==> src/rtl/div_clk_monitor_if.sv <==
// Signal bundle between a divided-clock source/consumer (master) and div_clk_monitor (slave).
// clk_in is a free-running level, err_clr a single-cycle pulse; no valid/ready, every output is a registered level or strobe.
interface div_clk_monitor_if #(
    parameter int CNT_W = 16
);
    logic             clk_in;
    logic             err_clr;
    logic             rise_pulse;
    logic             fall_pulse;
    logic [CNT_W-1:0] half_count;
    logic             locked;
    logic             err;
    logic [1:0]       state_dbg;   // 0 = IDLE, 1 = MEAS, 2 = LOCKED

    modport master (
        output clk_in, err_clr,
        input  rise_pulse, fall_pulse, half_count, locked, err, state_dbg
    );

    modport slave (
        input  clk_in, err_clr,
        output rise_pulse, fall_pulse, half_count, locked, err, state_dbg
    );
endinterface

==> src/rtl/div_clk_monitor.sv <==
// Synchronizes a divided clock into sysclk, emits rise/fall strobes and checks each
// half-period against HALF_PERIOD +/- TOL, reporting lock and sticky frequency errors.
module div_clk_monitor #(
    parameter int HALF_PERIOD = 500,
    parameter int TOL         = 2,
    parameter int LOCK_COUNT  = 4,
    parameter int CNT_W       = 16
) (
    input logic              sysclk,
    input logic              reset,
    div_clk_monitor_if.slave bus
);

    typedef enum logic [1:0] {
        IDLE   = 2'd0,
        MEAS   = 2'd1,
        LOCKED = 2'd2
    } state_e;

    // Window limits are one bit wider than the counter so the low bound cannot underflow.
    localparam logic [CNT_W:0]   HP_W    = (CNT_W + 1)'(HALF_PERIOD);
    localparam logic [CNT_W:0]   TOL_W   = (CNT_W + 1)'(TOL);
    localparam logic [CNT_W:0]   HI_W    = (CNT_W + 1)'(HALF_PERIOD + TOL);
    localparam logic [CNT_W-1:0] TO_CNT  = CNT_W'(HALF_PERIOD + TOL + 1);
    localparam logic [3:0]       LOCK_N  = 4'(LOCK_COUNT);

    logic             s1_q, s1_d, s2_q, s2_d, s3_q, s3_d;
    logic             rise_q, rise_d, fall_q, fall_d;
    logic [CNT_W-1:0] cnt_q, cnt_d;
    logic [CNT_W-1:0] half_q, half_d;
    logic [3:0]       good_q, good_d;
    logic             locked_q, locked_d;
    logic             err_q, err_d;
    state_e           state_q, state_d;

    logic             edge_seen;
    logic             in_tol;
    logic             timeout;
    logic             err_set;
    logic [CNT_W:0]   meas_ext;

    always_comb begin
        s1_d      = bus.clk_in;
        s2_d      = s1_q;
        s3_d      = s2_q;
        edge_seen = s2_q ^ s3_q;
        rise_d    = s2_q & ~s3_q;
        fall_d    = ~s2_q & s3_q;

        meas_ext  = {1'b0, cnt_q};
        in_tol    = ((meas_ext + TOL_W) >= HP_W) && (meas_ext <= HI_W);
        // An edge on the same cycle always wins: that interval is measured, not timed out.
        timeout   = !edge_seen && (cnt_q == TO_CNT);

        if (edge_seen) begin
            cnt_d = CNT_W'(1);
        end else if (cnt_q != '1) begin
            cnt_d = cnt_q + CNT_W'(1);
        end else begin
            cnt_d = cnt_q;
        end

        state_d  = state_q;
        half_d   = half_q;
        good_d   = good_q;
        locked_d = locked_q;
        err_set  = 1'b0;

        case (state_q)
            IDLE: begin
                // First interval after (re)start is partial and is thrown away.
                good_d = 4'd0;
                if (edge_seen) begin
                    state_d = MEAS;
                end
            end
            MEAS: begin
                if (edge_seen) begin
                    half_d = cnt_q;
                    if (in_tol) begin
                        good_d = good_q + 4'd1;
                        if (good_q + 4'd1 == LOCK_N) begin
                            locked_d = 1'b1;
                            state_d  = LOCKED;
                        end
                    end else begin
                        good_d = 4'd0;
                    end
                end else if (timeout) begin
                    good_d  = 4'd0;
                    state_d = IDLE;
                end
            end
            LOCKED: begin
                if (edge_seen) begin
                    half_d = cnt_q;
                    if (!in_tol) begin
                        err_set  = 1'b1;
                        locked_d = 1'b0;
                        good_d   = 4'd0;
                        state_d  = MEAS;
                    end
                end else if (timeout) begin
                    err_set  = 1'b1;
                    locked_d = 1'b0;
                    good_d   = 4'd0;
                    state_d  = IDLE;
                end
            end
            default: begin
                state_d = IDLE;
            end
        endcase

        if (err_set) begin
            err_d = 1'b1;
        end else if (bus.err_clr) begin
            err_d = 1'b0;
        end else begin
            err_d = err_q;
        end
    end

    always_ff @(posedge sysclk) begin
        if (reset) begin
            s1_q     <= 1'b0;
            s2_q     <= 1'b0;
            s3_q     <= 1'b0;
            rise_q   <= 1'b0;
            fall_q   <= 1'b0;
            cnt_q    <= '0;
            half_q   <= '0;
            good_q   <= 4'd0;
            locked_q <= 1'b0;
            err_q    <= 1'b0;
            state_q  <= IDLE;
        end else begin
            s1_q     <= s1_d;
            s2_q     <= s2_d;
            s3_q     <= s3_d;
            rise_q   <= rise_d;
            fall_q   <= fall_d;
            cnt_q    <= cnt_d;
            half_q   <= half_d;
            good_q   <= good_d;
            locked_q <= locked_d;
            err_q    <= err_d;
            state_q  <= state_d;
        end
    end

    assign bus.rise_pulse = rise_q;
    assign bus.fall_pulse = fall_q;
    assign bus.half_count = half_q;
    assign bus.locked     = locked_q;
    assign bus.err        = err_q;
    assign bus.state_dbg  = state_q;

endmodule

==> src/flat_wrapper.sv <==
// flat-port wrapper written by rule: the top's interface ports become plain ports
module div_clk_monitor_flat 
#(
    parameter int HALF_PERIOD = 500,
    parameter int TOL         = 2,
    parameter int LOCK_COUNT  = 4,
    parameter int CNT_W       = 16
)
  (sysclk, reset, bus_clk_in, bus_err_clr, bus_rise_pulse, bus_fall_pulse, bus_half_count, bus_locked, bus_err, bus_state_dbg);
  div_clk_monitor_if #(.CNT_W(CNT_W)) bus_i ();
  input logic sysclk;
  input logic reset;
  input wire logic [$bits(bus_i.clk_in)-1:0] bus_clk_in;
  input wire logic [$bits(bus_i.err_clr)-1:0] bus_err_clr;
  output wire logic [$bits(bus_i.rise_pulse)-1:0] bus_rise_pulse;
  output wire logic [$bits(bus_i.fall_pulse)-1:0] bus_fall_pulse;
  output wire logic [$bits(bus_i.half_count)-1:0] bus_half_count;
  output wire logic [$bits(bus_i.locked)-1:0] bus_locked;
  output wire logic [$bits(bus_i.err)-1:0] bus_err;
  output wire logic [$bits(bus_i.state_dbg)-1:0] bus_state_dbg;
  assign bus_i.clk_in = bus_clk_in;
  assign bus_i.err_clr = bus_err_clr;
  assign bus_rise_pulse = bus_i.rise_pulse;
  assign bus_fall_pulse = bus_i.fall_pulse;
  assign bus_half_count = bus_i.half_count;
  assign bus_locked = bus_i.locked;
  assign bus_err = bus_i.err;
  assign bus_state_dbg = bus_i.state_dbg;
  div_clk_monitor #(.HALF_PERIOD(HALF_PERIOD), .TOL(TOL), .LOCK_COUNT(LOCK_COUNT), .CNT_W(CNT_W)) u_core (.sysclk(sysclk), .reset(reset), .bus(bus_i));
endmodule
==> config.mk <==
export PLATFORM = sky130hd
export DESIGN_NAME = div_clk_monitor_flat
export DESIGN_NICKNAME = d
export VERILOG_FILES = /design/src/rtl/div_clk_monitor_if.sv /design/src/rtl/div_clk_monitor.sv /design/src/flat_wrapper.sv
export SDC_FILE = /design/constraint.sdc
export NUM_CORES = 1
export LEC_CHECK = 0
export CAP_MARGIN = 10
export CORE_MARGIN = 2
export CORE_UTILIZATION = 45
export DETAILED_ROUTE_END_ITERATION = 7
export PLACE_DENSITY = 0.63
export SYNTH_ARGS = -nofsm -noshare
export SYNTH_HDL_FRONTEND = slang
export SYNTH_SLANG_ARGS = --single-unit
==> constraint.sdc <==
create_clock -name sysclk -period 7.6 [get_ports sysclk]
set_input_delay 1.14 -clock sysclk [delete_from_list [all_inputs] [get_ports sysclk]]
set_output_delay 1.14 -clock sysclk [all_outputs]
set_load 0.05 [all_outputs]
### Word level (Yosys, flattened, before mapping)

Index checks and enable logic that the tools add are counted.

* register bits: 45
* bits of input ports: 4
* output and inout bits: 22
* word-level logic and storage cells: 78

* add/sub/neg operators: 3
* order comparisons: 2
* equality and inequality tests: 13
* mux-type cells: 29
* bitwise operators: 5
* reduce and logical (&&, ||, !) cells: 14

Operators with widths (count)
* $mux 4: 5
* $add 16x2->17 const B: 1
* $ge 17x9->1 const B: 1
* $add 16x1->16 const B: 1
* $eq 16x9->1 const B: 1
* $le 16x9->1 const B: 1
* $ne 16x16->1 const B: 1
* $mux 1: 14
* $mux 2: 7
* $pmux 4 s3: 1
* $ne 3x3->1 const B: 3
* $ne 2x1->1 const B: 4
* $pmux 2 s3: 1
* $reduce_and 6->1: 1
* $reduce_bool 2->1: 3
* $add 4x1->4 const B: 1
* $eq 4x3->1 const B: 1
* $reduce_and 2->1: 2
* $reduce_and 4->1: 1
* $reduce_or 2->1: 2
* $ne 3x1->1 const B: 1
* $reduce_bool 3->1: 1
* $and 1x1->1: 2
* $eq 2x1->1 const B: 1
* other kinds (7): 9

### Logic depth before layout (Yosys ltp)

Gate-level depths: netlist (run 1).

* word-level depth: 7
* depth in mapped cells: 11

### Worst setup path after synthesis (run 1)

No wires, ideal clock.

* path type: reg-to-reg
* start: reg u_core.cnt_q[1]
* end: reg u_core.state_q[0] (netlist: u_core.bus.state_dbg[0])
* library setup time: 65 ps
* arrival: 2403 ps
* data required time: 7535 ps
* slack: 5132 ps
* stages on the path, launching flop included: 10
* clock period less this slack: 2468 ps
* path through: dfxtp_1 -> ha_1 -> nand3_1 -> o31a_1 -> a2111oi_2 -> o21ai_0 -> o21a_1 -> o211ai_1 -> mux2_2 -> nor2_1

* longest elaborated chain between the ends: 5
* elaborated cells between the ends (all ways): 13
* those cells by class: 1 x add/sub; 2 x order compare; 3 x eq/ne; 4 x mux; 3 x reduce/logical

RTL lines
* from (decl): line div_clk_monitor.sv:29 `logic [CNT_W-1:0] cnt_q, cnt_d;`
* from (signal assigned): line div_clk_monitor.sv:143 `cnt_q <= cnt_d;`
* $add 16x2->17 / $eq 16x9->1 (equally long branches): line div_clk_monitor.sv:51, div_clk_monitor.sv:53
* $ge 17x9->1 / $logic_and 1x1->1 (equally long branches): line div_clk_monitor.sv:51, div_clk_monitor.sv:53
* $logic_and 1x1->1 / $mux 2 (equally long branches)
* $ne 3x3->1 (no source line) (tied with other cells)
* $reduce_and 4->1 (no source line) / $pmux 2 s3 (equally long branches)
* to (signal assigned): line div_clk_monitor.sv:148 `state_q <= state_d;`
* to (decl): line div_clk_monitor.sv:34 `state_e state_q, state_d;`

Parallel ways exist; a longest one is shown, timed or not.
A chain may end at the register's enable or synchronous reset.

### Worst setup path in the final report (run 1)

* start: reg u_core.cnt_q[2]
* end: reg u_core.state_q[0] (netlist: u_core.bus.state_dbg[0])

The elaborated chain is that of the path after synthesis.

==> results.json, run 1 <==
{
  "status": "finished clean",
  "drive_gt1_share_pct": 6.60,
  "hold_ws_ns": 0.447,
  "antenna-diode-count": 0,
  "relSlewSlack_pct": 25.7,
  "drv_slew": 0,
  "timing.rr.end": "u_core.bus.state_dbg[0]",
  "io_pins": 26,
  "area_delta_synth_final_pct": 14.4,
  "io_buffers": 25,
  "ys.flop_type": "dfxtp_1",
  "grt_pass1_wl_mm": 9.05,
  "arrival_ns": 3.20,
  "setup_viol": 0,
  "fp.dieW_um": 77.4,
  "clockBufferDepth": 2,
  "wirelength_mm": 5.06,
  "yosys-top-cells-area": "dfxtp_1 37%, nand2_1 8.0%, a21oi_1 6.2%",
  "r2r_slack_ns": 4.63,
  "multi_input_area_um2": 1400,
  "netlist.area_leader.share_pct": 37.1,
  "critPathCapture": "u_core.bus.state_dbg[0]",
  "numPlacedInstances": 380,
  "required_ns": 7.83,
  "post-cts-setup-buffers": 0,
  "crit_path_start_kind": "flop",
  "postPlaceCellArea_um2": 2680,
  "rsz0062_at_grt": "no",
  "max_freq_ghz": 0.337,
  "die_h_um": 77.4,
  "cts.sinks": 45,
  "crit_fanout": 10,
  "grt_max_degree": 32,
  "die_area_um2": 6000,
  "fin_total_pwr_mw": 0.482,
  "path_clk_slew_ns": 0.09,
  "cts_resized": 0,
  "row_count": 26,
  "vias": 2081,
  "drc": 0,
  "finalHoldViolCount": 0,
  "wl_met3_um": 184,
  "top_layer_used": "met4",
  "synth_edf_count": 0,
  "postLayoutCellArea_um2": 2780,
  "grt_pass1_vias": 1960,
  "start_util_pct": 46.9,
  "hpwl_mm": 3.50,
  "yosysWarnings": 0,
  "dr.first_iter.drc_count": 120,
  "syn-instance-count": 303,
  "gr-usage-all-layers_pct": 18.3,
  "numCtsBuffers": 5,
  "seqCellArea_um2": 901,
  "syn_nets": 318,
  "overflow": 0,
  "htree_num_levels": 2,
  "timing.final.ws_setup_ns": 4.63,
  "via_per_inst": 5.36,
  "dr.pass1.iters": 5,
  "drt-met1-wl_mm": 2.51,
  "route.met2.wl_mm": 2.29,
  "p_leak_nw": 0.912,
  "finalSetupTns_ns": 0,
  "hold_depth": 1,
  "maxCapViolCount": 0,
  "core_area_um2": 5170,
  "synth_area_um2": 2430,
  "fill_cells": 500,
  "worstRegToRegCells": 9,
  "postRouteAntennaNets": 0,
  "fin_nets": 332,
  "hp-class": "reg2reg",
  "route.detailed.wl_per_inst_um": 13.0,
  "p_per_area_nw_per_um2": 173,
  "avgSynthCellArea_um2": 8.01,
  "synth_area_leader_cell": "dfxtp_1",
  "worstSetupPathType": "reg2reg",
  "layout_commonest_cell": "nand2_1",
  "final_cells": 388,
  "reg2reg_from": "u_core.cnt_q[2]",
  "yosysSeqAreaShare_pct": 37.1,
  "async_flop_share_pct": 0,
  "endpoint_kind": "flop",
  "startpoint": "u_core.cnt_q[2]",
  "final_core_util_pct": 53.7,
  "peakVddDrop_uv": 122,
  "final.period_utilization_pct": 39.1,
  "layout_common_cells": "52 x nand2_1, 45 x dfxtp_1, 30 x a21oi_1",
  "synth-seq-cells": 45,
  "ctsRootBufferMaster": "clkbuf_8",
  "clock_latency_ns": 0.30,
  "routabilityCongestion": 0.805,
  "skew_ns": 0.00837,
  "grt_antenna_before_repair": 0,
  "place_ws_ns": 4.29,
  "cts-hold-fix-buffers": 0,
  "cts_tree": "built",
  "finalCriticalPeriod_ns": 2.97,
  "synth_cell_type_count": 51,
  "worstMarginPinSlew_ns": 1.11
}
-- how the worst min path moves through the flow --
| stage | from | end | slack, ns |
|---|---|---|---|
| floorplan | u_core.s1_q | u_core.s2_q | 0.41 |
| global placement | u_core.s1_q | u_core.s2_q | 0.42 |
| detailed placement | u_core.s1_q | u_core.s2_q | 0.43 |
| CTS | u_core.s1_q | u_core.s2_q | 0.45 |
| global route | u_core.s1_q | u_core.s2_q | 0.47 |
| finish | u_core.s1_q | u_core.s2_q | 0.45 |
-- synth_stat cells, types with 4 or more instances --
| cell type | instances |
|---|---|
| o21a_1 | 4 |
| nand4_1 | 4 |
| inv_1 | 12 |
| and3_1 | 5 |
| nand2_1 | 52 |
| xor2_1 | 8 |
| or3_1 | 4 |
| nand2b_1 | 8 |
| buf_2 | 5 |
| xnor2_1 | 4 |
| ha_1 | 11 |
| nor2b_1 | 5 |
| nor2_1 | 27 |
| a21oi_1 | 30 |
| nand3_1 | 8 |
| clkbuf_1 | 10 |
| nand3b_1 | 5 |
| dfxtp_1 | 45 |
| a211oi_1 | 4 |
| nor3_1 | 5 |
| o21ai_0 | 8 |
-- state kept, by name, summed over array words and instances (netlist names) --
name                   flops
u_core.bus.locked          1
u_core.s2_q                1
u_core.bus.half_count     16
u_core.s3_q                1
u_core.s1_q                1
u_core.bus.rise_pulse      1
u_core.cnt_q              16
u_core.bus.state_dbg       2
u_core.bus.err             1
u_core.good_q              4
u_core.bus.fall_pulse      1
-- cells by family (layout without fill, tap and decap cells) --
logic type	Yosys count	after routing	synth area share, %
and+or+nand+nor	137	137	28.5
AOI/OAI and AO/OA	65	65	17.9
DFF	45	45	37.1
buffers and inverters	30	45	5.21
xor gates and xnor gates	12	12	4.33
adders and majority gates	11	11	5.67
muxes	3	3	1.29
-- power by group --
group / leakage, nW / internal (mW) / switching, mW
clock: 0.0452 / 0.0670 / 0.0874
sequential: 0.364 / 0.241 / 0.00656
combinational: 0.503 / 0.0293 / 0.0500
-- area by class of cell --
cell class                 instances  area share (%)
clock buffer                       5            2.48
sequential                        45            32.4
tap                               70            3.15
clock inverter                     3           0.901
inverter                          12            1.62
timing repair buffer              25            9.01
multi-input combinational        228            50.4
-- routing by layer --
layer | vias to the layer above | track usage (%)
met4 | 0 | 6.07
met5 | - | 0
met2 | 47 | 31.1
li1 | 1067 | -
met3 | 6 | 3.72
met1 | 961 | 23.3
-- worst max-delay path, stage by stage, from the launching register on --
cell	delay, ns
dfxtp_1	0.53
ha_1	0.36
nand3_1	0.24
o31a_1	0.36
a2111oi_2	0.39
o21ai_0	0.13
o21a_1	0.18
o211ai_1	0.27
mux2_2	0.37
nor2_1	0.08
(Power assumes the default switching activity.)
==> run 2: changes to the inputs <==
==> constraint.sdc (replaced) <==
create_clock -name sysclk -period 3.03 [get_ports sysclk]
set_input_delay 0.4545 -clock sysclk [delete_from_list [all_inputs] [get_ports sysclk]]
set_output_delay 0.4545 -clock sysclk [all_outputs]
set_load 0.05 [all_outputs]
==> results.json, run 2 (synthesis gave the netlist of run 1 again) <==
{
  "antenna-diode-count": 0,
  "fp.dieW_um": 77.4,
  "crit_path_start_kind": "flop",
  "numCtsBuffers": 5,
  "postRouteAntennaNets": 0,
  "dr.first_iter.drc_count": 77,
  "die_h_um": 77.4,
  "cts_tree": "built",
  "cts.sinks": 45,
  "finalCriticalPeriod_ns": 2.75,
  "hpwl_mm": 3.68,
  "p_leak_nw": 0.932,
  "maxCapViolCount": 0,
  "skew_ns": 0.00727,
  "wirelength_mm": 5.05,
  "fill_cells": 487,
  "required_ns": 3.28,
  "setup_viol": 0,
  "reg2reg_from": "u_core.cnt_q[5]",
  "finalSetupTns_ns": 0,
  "arrival_ns": 3.00,
  "worstRegToRegCells": 8,
  "hold_start": "u_core.s1_q",
  "route.detailed.wl_per_inst_um": 12.8,
  "layout_common_cells": "52 x nand2_1, 44 x dfxtp_1, 30 x a21oi_1",
  "max_freq_ghz": 0.363,
  "routabilityCongestion": 0.861,
  "grt_pass1_vias": 1909,
  "vias": 2067,
  "core_area_um2": 5170,
  "overflow": 0,
  "hp-class": "reg2reg",
  "dr.pass1.iters": 4,
  "worstSetupPathType": "reg2reg",
  "gr-usage-all-layers_pct": 18.0,
  "drv_slew": 0,
  "io_buffers": 25,
  "start_util_pct": 46.9,
  "row_count": 26,
  "cts-hold-fix-buffers": 0,
  "io_pins": 26,
  "finalHoldViolCount": 0,
  "htree_num_levels": 2,
  "worstMarginPinSlew_ns": 0.512,
  "clockBufferDepth": 2,
  "hold_ws_ns": 0.440,
  "p_per_area_nw_per_um2": 426,
  "multi_input_area_um2": 1400,
  "relSlewSlack_pct": 65.8,
  "seqCellArea_um2": 902,
  "drc": 0,
  "area_delta_synth_final_pct": 16.2,
  "fin_nets": 338,
  "r2r_slack_ns": 0.28,
  "crit_fanout": 10,
  "grt_antenna_before_repair": 0,
  "timing.rr.end": "u_core.bus.state_dbg[0]",
  "drive_gt1_share_pct": 8.64,
  "grt_pass1_wl_mm": 8.82,
  "clock_latency_ns": 0.30,
  "path_clk_slew_ns": 0.09,
  "layout_commonest_cell": "nand2_1",
  "endpoint_kind": "flop",
  "status": "finished clean",
  "peakVddDrop_uv": 258,
  "die_area_um2": 6000,
  "final.period_utilization_pct": 90.8,
  "rsz0062_at_grt": "no",
  "via_per_inst": 5.25,
  "grt_max_degree": 17,
  "hold_depth": 1,
  "min_to": "u_core.s2_q",
  "ctsRootBufferMaster": "clkbuf_8"
}
-- run 2: repair_timing --
action                     CTS  global route
setup buffers                0             0
gates resized for setup      0             1
setup endpoints to repair    0             1
-- run 2: metrics by stage --
step,instance area (um^2),utilization [%],power [mW],setup slack (ns),cells
2_1_floorplan,2430,-,0.783,0.562,303
3_3_place_gp,2730,52.8,0.838,0.338,386
3_5_place_dp,2730,52.8,0.839,0.243,386
4_1_cts,2820,54.5,1.22,0.212,394
5_1_grt,2820,54.5,1.26,0.116,394
6_report,2820,54.5,1.20,0.278,394
-- run 2: final cells by class --
class | instances | area share, %
Timing Repair Buffer | 31 | 10.5
Inverter | 12 | 1.60
Clock inverter | 3 | 0.798
Sequential cell | 45 | 32.0
Clock buffer | 5 | 2.44
Multi-Input combinational cell | 228 | 49.6
Tap cell | 70 | 3.10
-- run 2: worst max-delay path: stages, from the launching register on --
cell,delay (ns)
dfxtp_1,0.53
nand4_2,0.32
or3_1,0.49
a2111oi_2,0.33
o21ai_0,0.14
o21a_1,0.18
o211ai_1,0.25
mux2_2,0.37
nor2_1,0.08
-- run 2: worst max-delay path by stage --
stage                          from                 endpoint  cells past startpoint
floorplan           u_core.cnt_q[1]  u_core.bus.state_dbg[0]                      9
global placement    u_core.cnt_q[1]  u_core.bus.state_dbg[0]                      9
detailed placement  u_core.cnt_q[1]  u_core.bus.state_dbg[0]                      9
CTS                 u_core.cnt_q[1]  u_core.bus.state_dbg[0]                      9
global route        u_core.cnt_q[1]  u_core.bus.state_dbg[0]                      9
finish              u_core.cnt_q[5]  u_core.bus.state_dbg[0]                      8
-- run 2: where the power goes --
| part | internal, mW | switching [mW] |
|---|---|---|
| logic | 0.0783 | 0.126 |
| clock network | 0.162 | 0.217 |
| registers | 0.606 | 0.0142 |
| total | 0.846 | 0.357 |
-- run 2: metal layers --
layer / routed length (um) / up-vias / GRT usage, %
li1: - / 1081 / -
met2: 2260 / 42 / 30.3
met5: 0 / - / 0
met4: 71 / 0 / 5.36
met1: 2500 / 936 / 23.4
met3: 217 / 8 / 3.49
==> run 3: changes to the inputs <==
--- a/config.mk
+++ b/config.mk
@@ -6,7 +6,7 @@
 export NUM_CORES = 1
 export LEC_CHECK = 0
 export CAP_MARGIN = 10
-export CORE_MARGIN = 2
+export CORE_MARGIN = 4
 export CORE_UTILIZATION = 45
 export DETAILED_ROUTE_END_ITERATION = 7
 export PLACE_DENSITY = 0.63
==> results.json, run 3 (synthesis gave the netlist of run 1 again) <==
{
  "status": "finished clean",
  "worstMarginPinSlew_ns": 0.501,
  "cts_tree": "built",
  "io_buffers": 25,
  "arrival_ns": 2.98,
  "pwr-share-seq_pct": 45.5,
  "final_core_util_pct": 55.2,
  "cp_top_family": "compound AO/OA/AOI/OAI gates",
  "critPathCapture": "u_core.bus.state_dbg[0]",
  "vias": 2055,
  "hpwl_mm": 3.74,
  "postRouteAntennaNets": 0,
  "grt_antenna_before_repair": 0,
  "io_pins": 26,
  "ctsRootBufferMaster": "clkbuf_8",
  "postLayoutCellArea_um2": 2860,
  "drive_gt1_share_pct": 8.36,
  "max_freq_ghz": 0.365,
  "die_area_um2": 6630,
  "finalCriticalPeriod_ns": 2.74,
  "crit_path_start_kind": "flop",
  "grt_max_degree": 21,
  "crit_slowest_cell": "dfxtp_2",
  "fin_nets": 337,
  "grt-busiest-layer": "met2",
  "p_leak_nw": 0.959,
  "timing.rr.end": "u_core.bus.state_dbg[0]",
  "dr.pass1.iters": 4,
  "path_clk_slew_ns": 0.09,
  "wirelength_mm": 5.19,
  "crit_cells": 9,
  "p_comb_share_pct": 15.1,
  "endpoint_kind": "flop",
  "r2r_slack_ns": 0.29,
  "postPlaceCellArea_um2": 2720,
  "gr-usage-all-layers_pct": 17.5,
  "cp_slowest_stage_delay_ns": 0.42,
  "gr-usage-met1_pct": 24.4,
  "reg2reg_from": "u_core.cnt_q[1]",
  "grt_pass1_wl_mm": 9.16,
  "routabilityCongestion": 0.848,
  "finalHoldViolCount": 0,
  "route.detailed.wl_per_inst_um": 13.2,
  "clock_latency_ns": 0.30,
  "power_frac_clock_pct": 39.3,
  "overflow": 0,
  "dr.first_iter.drc_count": 101,
  "fin_total_pwr_mw": 1.36,
  "met3_usage_pct": 3.84,
  "path_cells": "ha_1 > nand3_1 > o31a_1 > a2111oi_2 > o21ai_0 > o21a_1 > o211ai_1 > mux2_2 > nor2_1",
  "required_ns": 3.27,
  "cts.sinks": 45,
  "finalSetupTns_ns": 0,
  "p_per_area_nw_per_um2": 477,
  "drc": 0,
  "timing.final.ws_setup_ns": 0.293,
  "skew_ns": 0.0113,
  "via_per_inst": 5.23,
  "worstSetupPathType": "reg2reg",
  "post-cts-setup-buffers": 0,
  "maxCapViolCount": 0,
  "hp-class": "reg2reg",
  "switching_power_mw": 0.352,
  "final.period_utilization_pct": 90.3,
  "layout_common_cells": "52 x nand2_1, 44 x dfxtp_1, 30 x a21oi_1",
  "place_ws_ns": 0.249,
  "grt_pass1_vias": 1939,
  "drv_slew": 0,
  "crit_fanout": 9,
  "fp.dieW_um": 81.4,
  "setup_viol": 0,
  "numCtsBuffers": 5,
  "row_count": 26,
  "die_h_um": 81.4,
  "met2_usage_pct": 26.6,
  "relSlewSlack_pct": 66.5,
  "worstRegToRegCells": 9,
  "path_buf_inv": 0,
  "core_area_um2": 5170,
  "clockBufferDepth": 2,
  "start_util_pct": 46.9,
  "htree_num_levels": 2,
  "layout_commonest_cell": "nand2_1",
  "swShare_pct": 25.8,
  "area_delta_synth_final_pct": 17.7,
  "startpoint": "u_core.cnt_q[1]",
  "cellInternalPower_mw": 1.01,
  "peakVddDrop_uv": 232,
  "antenna-diode-count": 0,
  "rsz0062_at_grt": "no"
}
==> run 3: cell count changes in the layout (fill, tap and decap cells not counted), sizes merged <==
cell / delta
buf: -1
bufinv: +2
clkinv: +1
clkinvlp: -3
==> run 3: final cells by class <==
type | instances | area (um^2)
clock buffer | 5 | 68.8
clock inverter | 3 | 65.1
fill | 506 | 2320
inverter | 12 | 45.0
multi-input combinational | 228 | 1400
sequential | 45 | 902
tap | 70 | 87.6
timing repair buffer | 30 | 288
==> run 3: how the worst min path moves through the flow <==
stage | startpoint | end | slack, ns | depth (start not counted)
6_report | u_core.s1_q | u_core.s2_q | 0.44 | 1
4_1_cts | u_core.s1_q | u_core.s2_q | 0.44 | 1
5_1_grt | u_core.s1_q | u_core.s2_q | 0.47 | 1
3_3_place_gp | u_core.s1_q | u_core.s2_q | 0.42 | 1
3_5_place_dp | u_core.s1_q | u_core.s2_q | 0.42 | 1
2_1_floorplan | u_core.s1_q | u_core.s2_q | 0.41 | 1
==> run 3: layer usage <==
layer / share of wire, % / vias to the layer above
li1: - / 1072
met1: 51 / 941
met2: 45 / 34
met3: 2.9 / 8
met4: 1.6 / 0
met5: 0 / -
==> run 3: power groups by stage <==
stage / Clock [mW] / Combinational, mW / Sequential (mW)
CTS: 0.549 / 0.205 / 0.621
global route: 0.571 / 0.230 / 0.624
global placement: 0 / 0.204 / 0.634
finish: 0.536 / 0.206 / 0.621
floorplan: 0 / 0.119 / 0.664
detailed placement: 0 / 0.205 / 0.634
==> run 3: through the flow <==
step	std cells	hold WS (ns)
6_report	393	0.441
5_1_grt	393	0.465
4_1_cts	393	0.441
3_5_place_dp	385	0.420
3_3_place_gp	385	0.417
2_1_floorplan	303	0.414
==> run 3: timing repair <==
action	CTS	global route
endpoints found under the setup margin	0	2
hold buffers	0	0
resized for setup	0	1
